`config.mk`:
```
export PLATFORM = sky130hd
export DESIGN_NAME = traffic_sequencer_flat
export DESIGN_NICKNAME = d
export VERILOG_FILES = /design/src/rtl/traffic_sequencer_if.sv /design/src/rtl/traffic_sequencer.sv /design/src/flat_wrapper.sv
export SDC_FILE = /design/constraint.sdc
export NUM_CORES = 1
export LEC_CHECK = 0
export ABC_CLOCK_PERIOD_IN_PS = 3500
export CAP_MARGIN = 20
export CORE_UTILIZATION = 62
export DETAILED_ROUTE_END_ITERATION = 8
export PLACE_DENSITY = 0.85
export SYNTH_ARGS = -nofsm -noshare
export SYNTH_HDL_FRONTEND = slang
export SYNTH_SLANG_ARGS = --single-unit
```
`constraint.sdc`:
```
create_clock -name clk -period 3.5 [get_ports clk]
set_input_delay 0.7 -clock clk [delete_from_list [all_inputs] [get_ports clk]]
set_output_delay 0.7 -clock clk [all_outputs]
set_load 0.005 [all_outputs]
```
`src/rtl/traffic_sequencer_if.sv`:
```
// Handshake bundle between the traffic sequencer and its environment.
// walk_req exists only when TRAFFIC_WALK_EN is defined.
interface traffic_sequencer_if;
    logic       side_sensor;
`ifdef TRAFFIC_WALK_EN
    logic       walk_req;
`endif
    logic [6:0] light_signals;
    logic       phase_start;

    modport master (
`ifdef TRAFFIC_WALK_EN
        input  walk_req,
`endif
        input  side_sensor,
        output light_signals,
        output phase_start
    );

    modport slave (
`ifdef TRAFFIC_WALK_EN
        output walk_req,
`endif
        output side_sensor,
        input  light_signals,
        input  phase_start
    );
endinterface

```
`src/rtl/traffic_sequencer.sv`:
```
// Timed one-hot phase sequencer feeding the Lights decoder.
// Optional pedestrian walk phase is built in when TRAFFIC_WALK_EN is defined.
module traffic_sequencer #(
    parameter int CNT_W = 16,
    parameter int T_MG  = 8,
    parameter int T_Y   = 3,
    parameter int T_AR  = 2,
    parameter int T_SG  = 6,
    parameter int T_W   = 5
) (
    input  logic                  clk,
    input  logic                  reset,
    traffic_sequencer_if.master   bus
);

    typedef enum logic [6:0] {
        MG  = 7'b100_0000,
        MY  = 7'b010_0000,
        ARA = 7'b001_0000,
        SG  = 7'b000_1000,
        SY  = 7'b000_0100,
        WK  = 7'b000_0010,
        ARB = 7'b000_0001
    } phase_t;

    localparam logic [CNT_W-1:0] LD_MG = CNT_W'(T_MG - 1);
    localparam logic [CNT_W-1:0] LD_Y  = CNT_W'(T_Y - 1);
    localparam logic [CNT_W-1:0] LD_AR = CNT_W'(T_AR - 1);
    localparam logic [CNT_W-1:0] LD_SG = CNT_W'(T_SG - 1);
    localparam logic [CNT_W-1:0] LD_W  = CNT_W'(T_W - 1);

    phase_t           state, state_nx;
    logic [CNT_W-1:0] timer, timer_nx;
    logic             phase_start, phase_start_nx;
    logic             walk_pending;
    logic             expiry;

    always_ff @(posedge clk or posedge reset) begin
        if (reset) begin
            state       <= ARB;
            timer       <= LD_AR;
            phase_start <= 1'b0;
        end else begin
            state       <= state_nx;
            timer       <= timer_nx;
            phase_start <= phase_start_nx;
        end
    end

    always_comb begin
        state_nx = state;
        timer_nx = timer;
        expiry   = (timer == '0);
        // An expired MG that is not released simply parks with the timer at zero.
        if (!expiry)
            timer_nx = timer - 1'b1;
        case (state)
            ARB: if (expiry) begin state_nx = MG;  timer_nx = LD_MG; end
            MG:  if (expiry && (bus.side_sensor || walk_pending)) begin
                     state_nx = MY;
                     timer_nx = LD_Y;
                 end
            MY:  if (expiry) begin state_nx = ARA; timer_nx = LD_AR; end
            ARA: if (expiry) begin state_nx = SG;  timer_nx = LD_SG; end
            SG:  if (expiry) begin state_nx = SY;  timer_nx = LD_Y;  end
            SY:  if (expiry) begin
                     state_nx = walk_pending ? WK : ARB;
                     timer_nx = walk_pending ? LD_W : LD_AR;
                 end
            WK:  if (expiry) begin state_nx = ARB; timer_nx = LD_AR; end
            default: begin
                state_nx = ARB;
                timer_nx = LD_AR;
            end
        endcase
        phase_start_nx = (state_nx != state);
    end

`ifdef TRAFFIC_WALK_EN
    logic walk_pending_nx;

    // Entering WK clears the request even if the button is still pressed on that edge.
    always_comb begin
        walk_pending_nx = walk_pending || (bus.walk_req && (state != WK));
        if ((state_nx == WK) && (state != WK))
            walk_pending_nx = 1'b0;
    end

    always_ff @(posedge clk or posedge reset) begin
        if (reset)
            walk_pending <= 1'b0;
        else
            walk_pending <= walk_pending_nx;
    end
`else
    assign walk_pending = 1'b0;
`endif

    assign bus.light_signals = state;
    assign bus.phase_start   = phase_start;

endmodule
```
`src/flat_wrapper.sv`:
```
// flat-port wrapper written by rule: the top's interface ports become plain ports
module traffic_sequencer_flat 
#(
    parameter int CNT_W = 16,
    parameter int T_MG  = 8,
    parameter int T_Y   = 3,
    parameter int T_AR  = 2,
    parameter int T_SG  = 6,
    parameter int T_W   = 5
)
  (clk, reset, bus_side_sensor, bus_light_signals, bus_phase_start);
  traffic_sequencer_if bus_i ();
  input  logic clk;
  input  logic reset;
  input wire logic [$bits(bus_i.side_sensor)-1:0] bus_side_sensor;
  output wire logic [$bits(bus_i.light_signals)-1:0] bus_light_signals;
  output wire logic [$bits(bus_i.phase_start)-1:0] bus_phase_start;
  assign bus_i.side_sensor = bus_side_sensor;
  assign bus_light_signals = bus_i.light_signals;
  assign bus_phase_start = bus_i.phase_start;
  traffic_sequencer #(.CNT_W(CNT_W), .T_MG(T_MG), .T_Y(T_Y), .T_AR(T_AR), .T_SG(T_SG), .T_W(T_W)) u_core (.clk(clk), .reset(reset), .bus(bus_i));
endmodule
```
==> results.json, run 1 <==
{
  "status": "complete, no violations",
  "grt_setup_unrepaired": "no",
  "startpoint_type": "flip-flop",
  "ys_top_cells_by_count": "dfrtp_1 (22), nor2_1 (20), nand2_1 (16)",
  "power_frac_clock": 0.106,
  "tns_ns": 0,
  "wl_per_cell_um": 16.60,
  "die_w_um": 52.07,
  "hold_path.class": "flip-flop to flip-flop",
  "pwr-share-seq": 0.353,
  "syn_avg_cell_area_sq_um": 8.730,
  "ctsResizeCount": 0,
  "crit_required_ns": 3.75,
  "setup-violations-final": 0,
  "portBuffers": 10,
  "antenna_cells": 0,
  "grt_use_total": 0.2985,
  "cp.arrival_ns": 3.00,
  "relSlewSlack": 0.4075,
  "coreArea_sq_um": 2297,
  "cp-startpoint": "u_core.timer[0]",
  "netlist_area_sq_um": 1554,
  "stdcell_count": 211,
  "floorplan.initialDensity": 0.6765,
  "yosysSeqAreaShare": 0.3881,
  "drtIter0Drc": 68,
  "skew_ns": 0.004778,
  "dpl.cell_count": 207,
  "cts_tree": "yes",
  "ys_ff_latch": 24,
  "p_leak_nw": 0.6837,
  "slew_viol_final": 0,
  "synth_top_area_frac": 0.3543,
  "end_kind": "flip-flop",
  "boundaryPins": 11,
  "fp.dieH_um": 52.07,
  "postCtsSetupRepairBufs": 0,
  "clockBufferDepth": 2,
  "tightestPinTransition_ns": 0.8878,
  "grt_pass1_wl_um": 5906,
  "cts.sinks": 24,
  "hold_depth": 2,
  "r2r_slack_ns": 0.75,
  "r2r_end": "u_core.timer[0]",
  "fmax_mhz": 364.2,
  "async_flop_share": 1.000,
  "maxCapViolations": 0,
  "fin_util": 0.7217,
  "min_from": "u_core.timer[5]",
  "cp_max_fo": 11,
  "power_density_nw_per_um2": 834.1,
  "layout-drive-gt1-share": 0.09836,
  "ff2ff_path_depth": 13,
  "cts_inserted_buffers": 3,
  "syn_nets": 184,
  "viasPerCell": 6.621,
  "drt_pass1_iterations": 4,
  "worstReg2RegStart": "u_core.timer[0]",
  "irDropWorstVdd_mv": 0.6614,
  "swShare": 0.4594,
  "dieArea_sq_um": 2711,
  "dp_hpwl_um": 2567,
  "cts_root_buf": "clkbuf_4",
  "switchingPower_uw": 635.3,
  "yosys_most_used_dff": "dfrtp_1",
  "vias": 1397,
  "hold_end": "u_core.timer[5]",
  "yosysMostFrequentCell": "dfrtp_1",
  "crit_type": "flip-flop to flip-flop",
  "fin_crit_sh": 0.7844,
  "intPower_uw": 747.5,
  "clk_pin_slew_worst_paths_ns": 0.13,
  "clk_latency_ns": 0.32,
  "antenna_found_initial": 0,
  "syn_to_final_growth_pct": 6.683,
  "period_needed_ns": 2.745,
  "grt_max_degree": 25,
  "drc": 0,
  "synth.distinct_cells": 47,
  "postCtsHoldBufs": 0,
  "drt_wl_total_um": 3503,
  "drtAntennaViolNets": 0,
  "ys_warn_count": 0,
  "finalHoldViolations": 0,
  "fp-row-count": 17,
  "netlist_top_cells_area": "dfrtp_1 (35%), a21oi_1 (4.8%), nor2_1 (4.8%)",
  "yosysTopAreaCell": "dfrtp_1",
  "place_congestion": 1.031,
  "netlist_instances": 178,
  "grt_pass1_vias": 1284,
  "htree_levels": 1,
  "nNetsFinal": 190,
  "grt_overflow": 0,
  "synth_edf_count": 0,
  "combPwrFrac": 0.541
}
-- critical path, stage by stage, from the launching register on --
cell	delay, ns
dfstp_2	0.57
inv_1	0.07
ha_1	0.23
nor2b_1	0.17
nand4_1	0.17
nor2_1	0.07
buf_4	0.17
inv_2	0.15
ha_1	0.22
nor3b_1	0.07
a31oi_1	0.18
o22ai_1	0.11
a21oi_1	0.15
or3b_1	0.35
-- registers in the layout (all words and copies together), names as in the netlist --
name	cells
u_core.timer	16
u_core.bus.light_signals	7
u_core.bus.phase_start	1
-- power by group through the flow --
stage / Combinational, mW / Clock, mW / Sequential, mW
2_1_floorplan: 0.624 / 0 / 0.448
3_3_place_gp: 0.713 / 0 / 0.476
3_5_place_dp: 0.734 / 0 / 0.489
4_1_cts: 0.740 / 0.149 / 0.484
5_1_grt: 0.829 / 0.158 / 0.499
6_report: 0.748 / 0.147 / 0.488
-- cell usage in the layout (no fill, tap or decap), types with 3 or more instances in the layout --
cell	n
inv_1	4
nor3_1	12
nand4_1	3
nand3_1	6
dfrtp_1	22
nand2_1	16
xor2_1	7
nand4b_1	3
o21ai_0	10
nor2_1	20
clkdlybuf4s50_1	10
nand2b_1	3
clkbuf_4	3
or3_1	4
ha_1	3
a21oi_1	15
nor4_1	5
-- routing by layer --
| layer | vias up | GRT usage | share of wire |
|---|---|---|---|
| met3 | 8 | 0.05556 | 0.070 |
| met1 | 662 | 0.4288 | 0.45 |
| met5 | - | 0 | 0 |
| met4 | 0 | 0.1081 | 0.013 |
| li1 | 661 | - | - |
| met2 | 66 | 0.4444 | 0.47 |
-- stage by stage --
step | setup WS (ns) | cell area, sq um | hold WS, ns | power [mW]
floorplan | 1.235 | 1554 | 0.5257 | 1.072
global placement | 0.9927 | 1622 | 0.5466 | 1.188
detailed placement | 0.8641 | 1622 | 0.5596 | 1.223
CTS | 0.7723 | 1658 | 0.5795 | 1.374
global route | 0.5716 | 1658 | 0.6142 | 1.487
finish | 0.7545 | 1658 | 0.5810 | 1.383
-- logic make-up after synthesis --
family | Yosys count | share of synthesized area
AOI/OAI and AO/OA | 36 | 0.1401
xor gates and xnor gates | 9 | 0.05073
adders and majority gates | 3 | 0.02416
buffers and inverters | 15 | 0.06038
DFF | 24 | 0.3881
muxes | 1 | 0.006441
and+or+nand+nor | 90 | 0.3301
-- area by class of cell --
type                    count  area, sq um
clock buffers               4        36.28
fillers                   178        639.4
inverters                   5        18.77
multi-input cells         139        857.1
flip-flops and latches     24        603.1
well taps                  28        35.03
repair buffers             11        107.6
-- how the worst max path moves through the flow --
stage	end	cells past startpoint
3_5_place_dp	u_core.timer[0]	13
4_1_cts	u_core.timer[0]	13
2_1_floorplan	u_core.timer[0]	12
3_3_place_gp	u_core.timer[0]	13
6_report	u_core.timer[0]	13
5_1_grt	u_core.timer[0]	12
Note: power is estimated with default switching activity, not from simulation.
==> run 2: changes to the inputs <==
--- a/config.mk
+++ b/config.mk
@@ -5,11 +5,11 @@
 export SDC_FILE = /design/constraint.sdc
 export NUM_CORES = 1
 export LEC_CHECK = 0
-export ABC_CLOCK_PERIOD_IN_PS = 3500
+export ABC_CLOCK_PERIOD_IN_PS = 2900
 export CAP_MARGIN = 20
-export CORE_UTILIZATION = 62
+export CORE_UTILIZATION = 58
 export DETAILED_ROUTE_END_ITERATION = 8
-export PLACE_DENSITY = 0.85
+export PLACE_DENSITY = 0.81
 export SYNTH_ARGS = -nofsm -noshare
 export SYNTH_HDL_FRONTEND = slang
 export SYNTH_SLANG_ARGS = --single-unit
==> constraint.sdc (replaced) <==
create_clock -name clk -period 2.9 [get_ports clk]
set_input_delay 0.58 -clock clk [delete_from_list [all_inputs] [get_ports clk]]
set_output_delay 0.58 -clock clk [all_outputs]
set_load 0.005 [all_outputs]
==> results.json, run 2 (synthesized netlist as in run 1, its figures left out) <==
{
  "status": "complete, no violations",
  "clockBufferDepth": 2,
  "largest-register": "u_core.timer",
  "final_cell_area_sq_um": 1677,
  "largest_register_ffs": 16,
  "coreArea_sq_um": 2500,
  "grt_pass1_wl_um": 5809,
  "maxCapViolations": 0,
  "clk_latency_ns": 0.32,
  "antenna_found_initial": 0,
  "drt_pass1_iterations": 4,
  "ff2ff_path_depth": 11,
  "grt_use_total": 0.2772,
  "grt_pass1_vias": 1216,
  "startpoint_type": "flip-flop",
  "antenna_cells": 0,
  "boundaryPins": 11,
  "wl_per_cell_um": 16.64,
  "drc": 0,
  "fillers": 199,
  "grt_max_degree": 25,
  "syn_to_final_growth_pct": 7.891,
  "ctsResizeCount": 0,
  "die_w_um": 53.76,
  "vias": 1390,
  "floorplan.initialDensity": 0.6216,
  "fp-row-count": 18,
  "power_density_nw_per_um2": 1037,
  "slew_viol_final": 0,
  "layout_common_cells": "dfrtp_1 (22), nor2_1 (20), nand2_1 (16), a21oi_1 (15), nor3_1 (12)",
  "cts_tree": "yes",
  "dpl_cell_area_sq_um": 1624,
  "drtIter0Drc": 77,
  "skew_ns": 0.01805,
  "place_congestion": 0.9087,
  "finalHoldViolations": 0,
  "irDropWorstVdd_mv": 0.8305,
  "crit_type": "flip-flop to flip-flop",
  "power.total_mw": 1.739,
  "htree_levels": 1,
  "portBuffers": 10,
  "setup-violations-final": 0,
  "postCtsSetupRepairBufs": 0,
  "clk_pin_slew_worst_paths_ns": 0.15,
  "drt_wl_total_um": 3545,
  "fmax_mhz": 388.6,
  "cts_inserted_buffers": 3,
  "fin_ws_ns": 0.3269,
  "layout.cells.most_common": "dfrtp_1",
  "drtAntennaViolNets": 0,
  "min_from": "u_core.timer[5]",
  "postCtsHoldBufs": 0,
  "r2r_end": "u_core.timer[0]",
  "layout-drive-gt1-share": 0.09836,
  "worstReg2RegStart": "u_core.timer[0]",
  "pre_cts_ws_ns": 0.4120,
  "end_kind": "flip-flop",
  "p_leak_nw": 0.6907,
  "period_needed_ns": 2.573,
  "cts_root_buf": "clkbuf_4",
  "hold_path.class": "flip-flop to flip-flop",
  "cts.sinks": 24,
  "tightestPinTransition_ns": 0.9063,
  "cp-startpoint": "u_core.timer[0]",
  "grt_setup_unrepaired": "no",
  "crit_path_end": "u_core.timer[0]",
  "r2r_slack_ns": 0.33,
  "grt_overflow": 0,
  "dpl.cell_count": 209,
  "relSlewSlack": 0.3951,
  "dp_hpwl_um": 2511,
  "viasPerCell": 6.526,
  "fp.dieH_um": 53.76,
  "fin_crit_sh": 0.8873,
  "cp_max_fo": 10,
  "stdcell_count": 213,
  "dieArea_sq_um": 2890,
  "crit_required_ns": 3.14,
  "tns_ns": 0,
  "nNetsFinal": 190,
  "cp.arrival_ns": 2.82
}
==> run 2: changes by cell type in the layout (fill, tap and decap cells not counted), sizes merged <==
cell,before,now
clkbuf,4,3
bufinv,0,1
==> run 2: final cells by class <==
cell class,count,area [sq um],area share
multi-input combinational,139,857.1,0.5112
timing repair buffer,11,107.6,0.06418
inverter,5,18.77,0.01119
clock buffer,3,22.52,0.01343
clock inverter,1,30.03,0.01791
tap,30,37.54,0.02239
sequential,24,603.1,0.3597
==> run 2: layer usage <==
layer,global-route usage,vias up,share of wire
met5,0,-,0
met4,0.05702,0,0.010
met3,0.05367,8,0.087
met2,0.4095,64,0.46
met1,0.4159,661,0.45
li1,-,657,-
==> run 2: power by group <==
group | switching (mW) | leakage, nW | internal, mW
Sequential | 0.135 | 0.318 | 0.452
Combinational | 0.534 | 0.345 | 0.372
Clock | 0.106 | 0.0279 | 0.140
==> run 2: stage by stage <==
step | hold WS (ns) | utilization
after floorplan | 0.5257 | -
after global placement | 0.5536 | 0.6497
after detailed placement | 0.5689 | 0.6497
after CTS | 0.5876 | 0.6707
after global routing | 0.6106 | 0.6707
final | 0.5925 | 0.6707
==> run 2: worst min path at each step <==
| stage | to | slack (ns) | cells past startpoint |
|---|---|---|---|
| after detailed placement | u_core.timer[5] | 0.57 | 2 |
| after floorplan | u_core.timer[5] | 0.53 | 2 |
| after global routing | u_core.timer[11] | 0.61 | 2 |
| after CTS | u_core.timer[5] | 0.59 | 2 |
| final | u_core.timer[5] | 0.59 | 2 |
| after global placement | u_core.timer[5] | 0.55 | 2 |
==> run 2: critical path: stages, from the launching register on <==
cell and delay, ns:
dfstp_2 0.40, inv_1 0.08, ha_1 0.20, nor2b_1 0.29
nand4_1 0.22, nor2_1 0.21, inv_2 0.12, ha_1 0.21
a31oi_1 0.16, o22ai_1 0.10, a21oi_1 0.15, or3b_1 0.36
==> run 3: changes to the inputs <==
--- a/config.mk
+++ b/config.mk
@@ -13,3 +13,4 @@
 export SYNTH_ARGS = -nofsm -noshare
 export SYNTH_HDL_FRONTEND = slang
 export SYNTH_SLANG_ARGS = --single-unit
+export TNS_END_PERCENT = 10
==> results of run 3 <==
No change in the layout: final DEF, timing and power equal those of run 2.
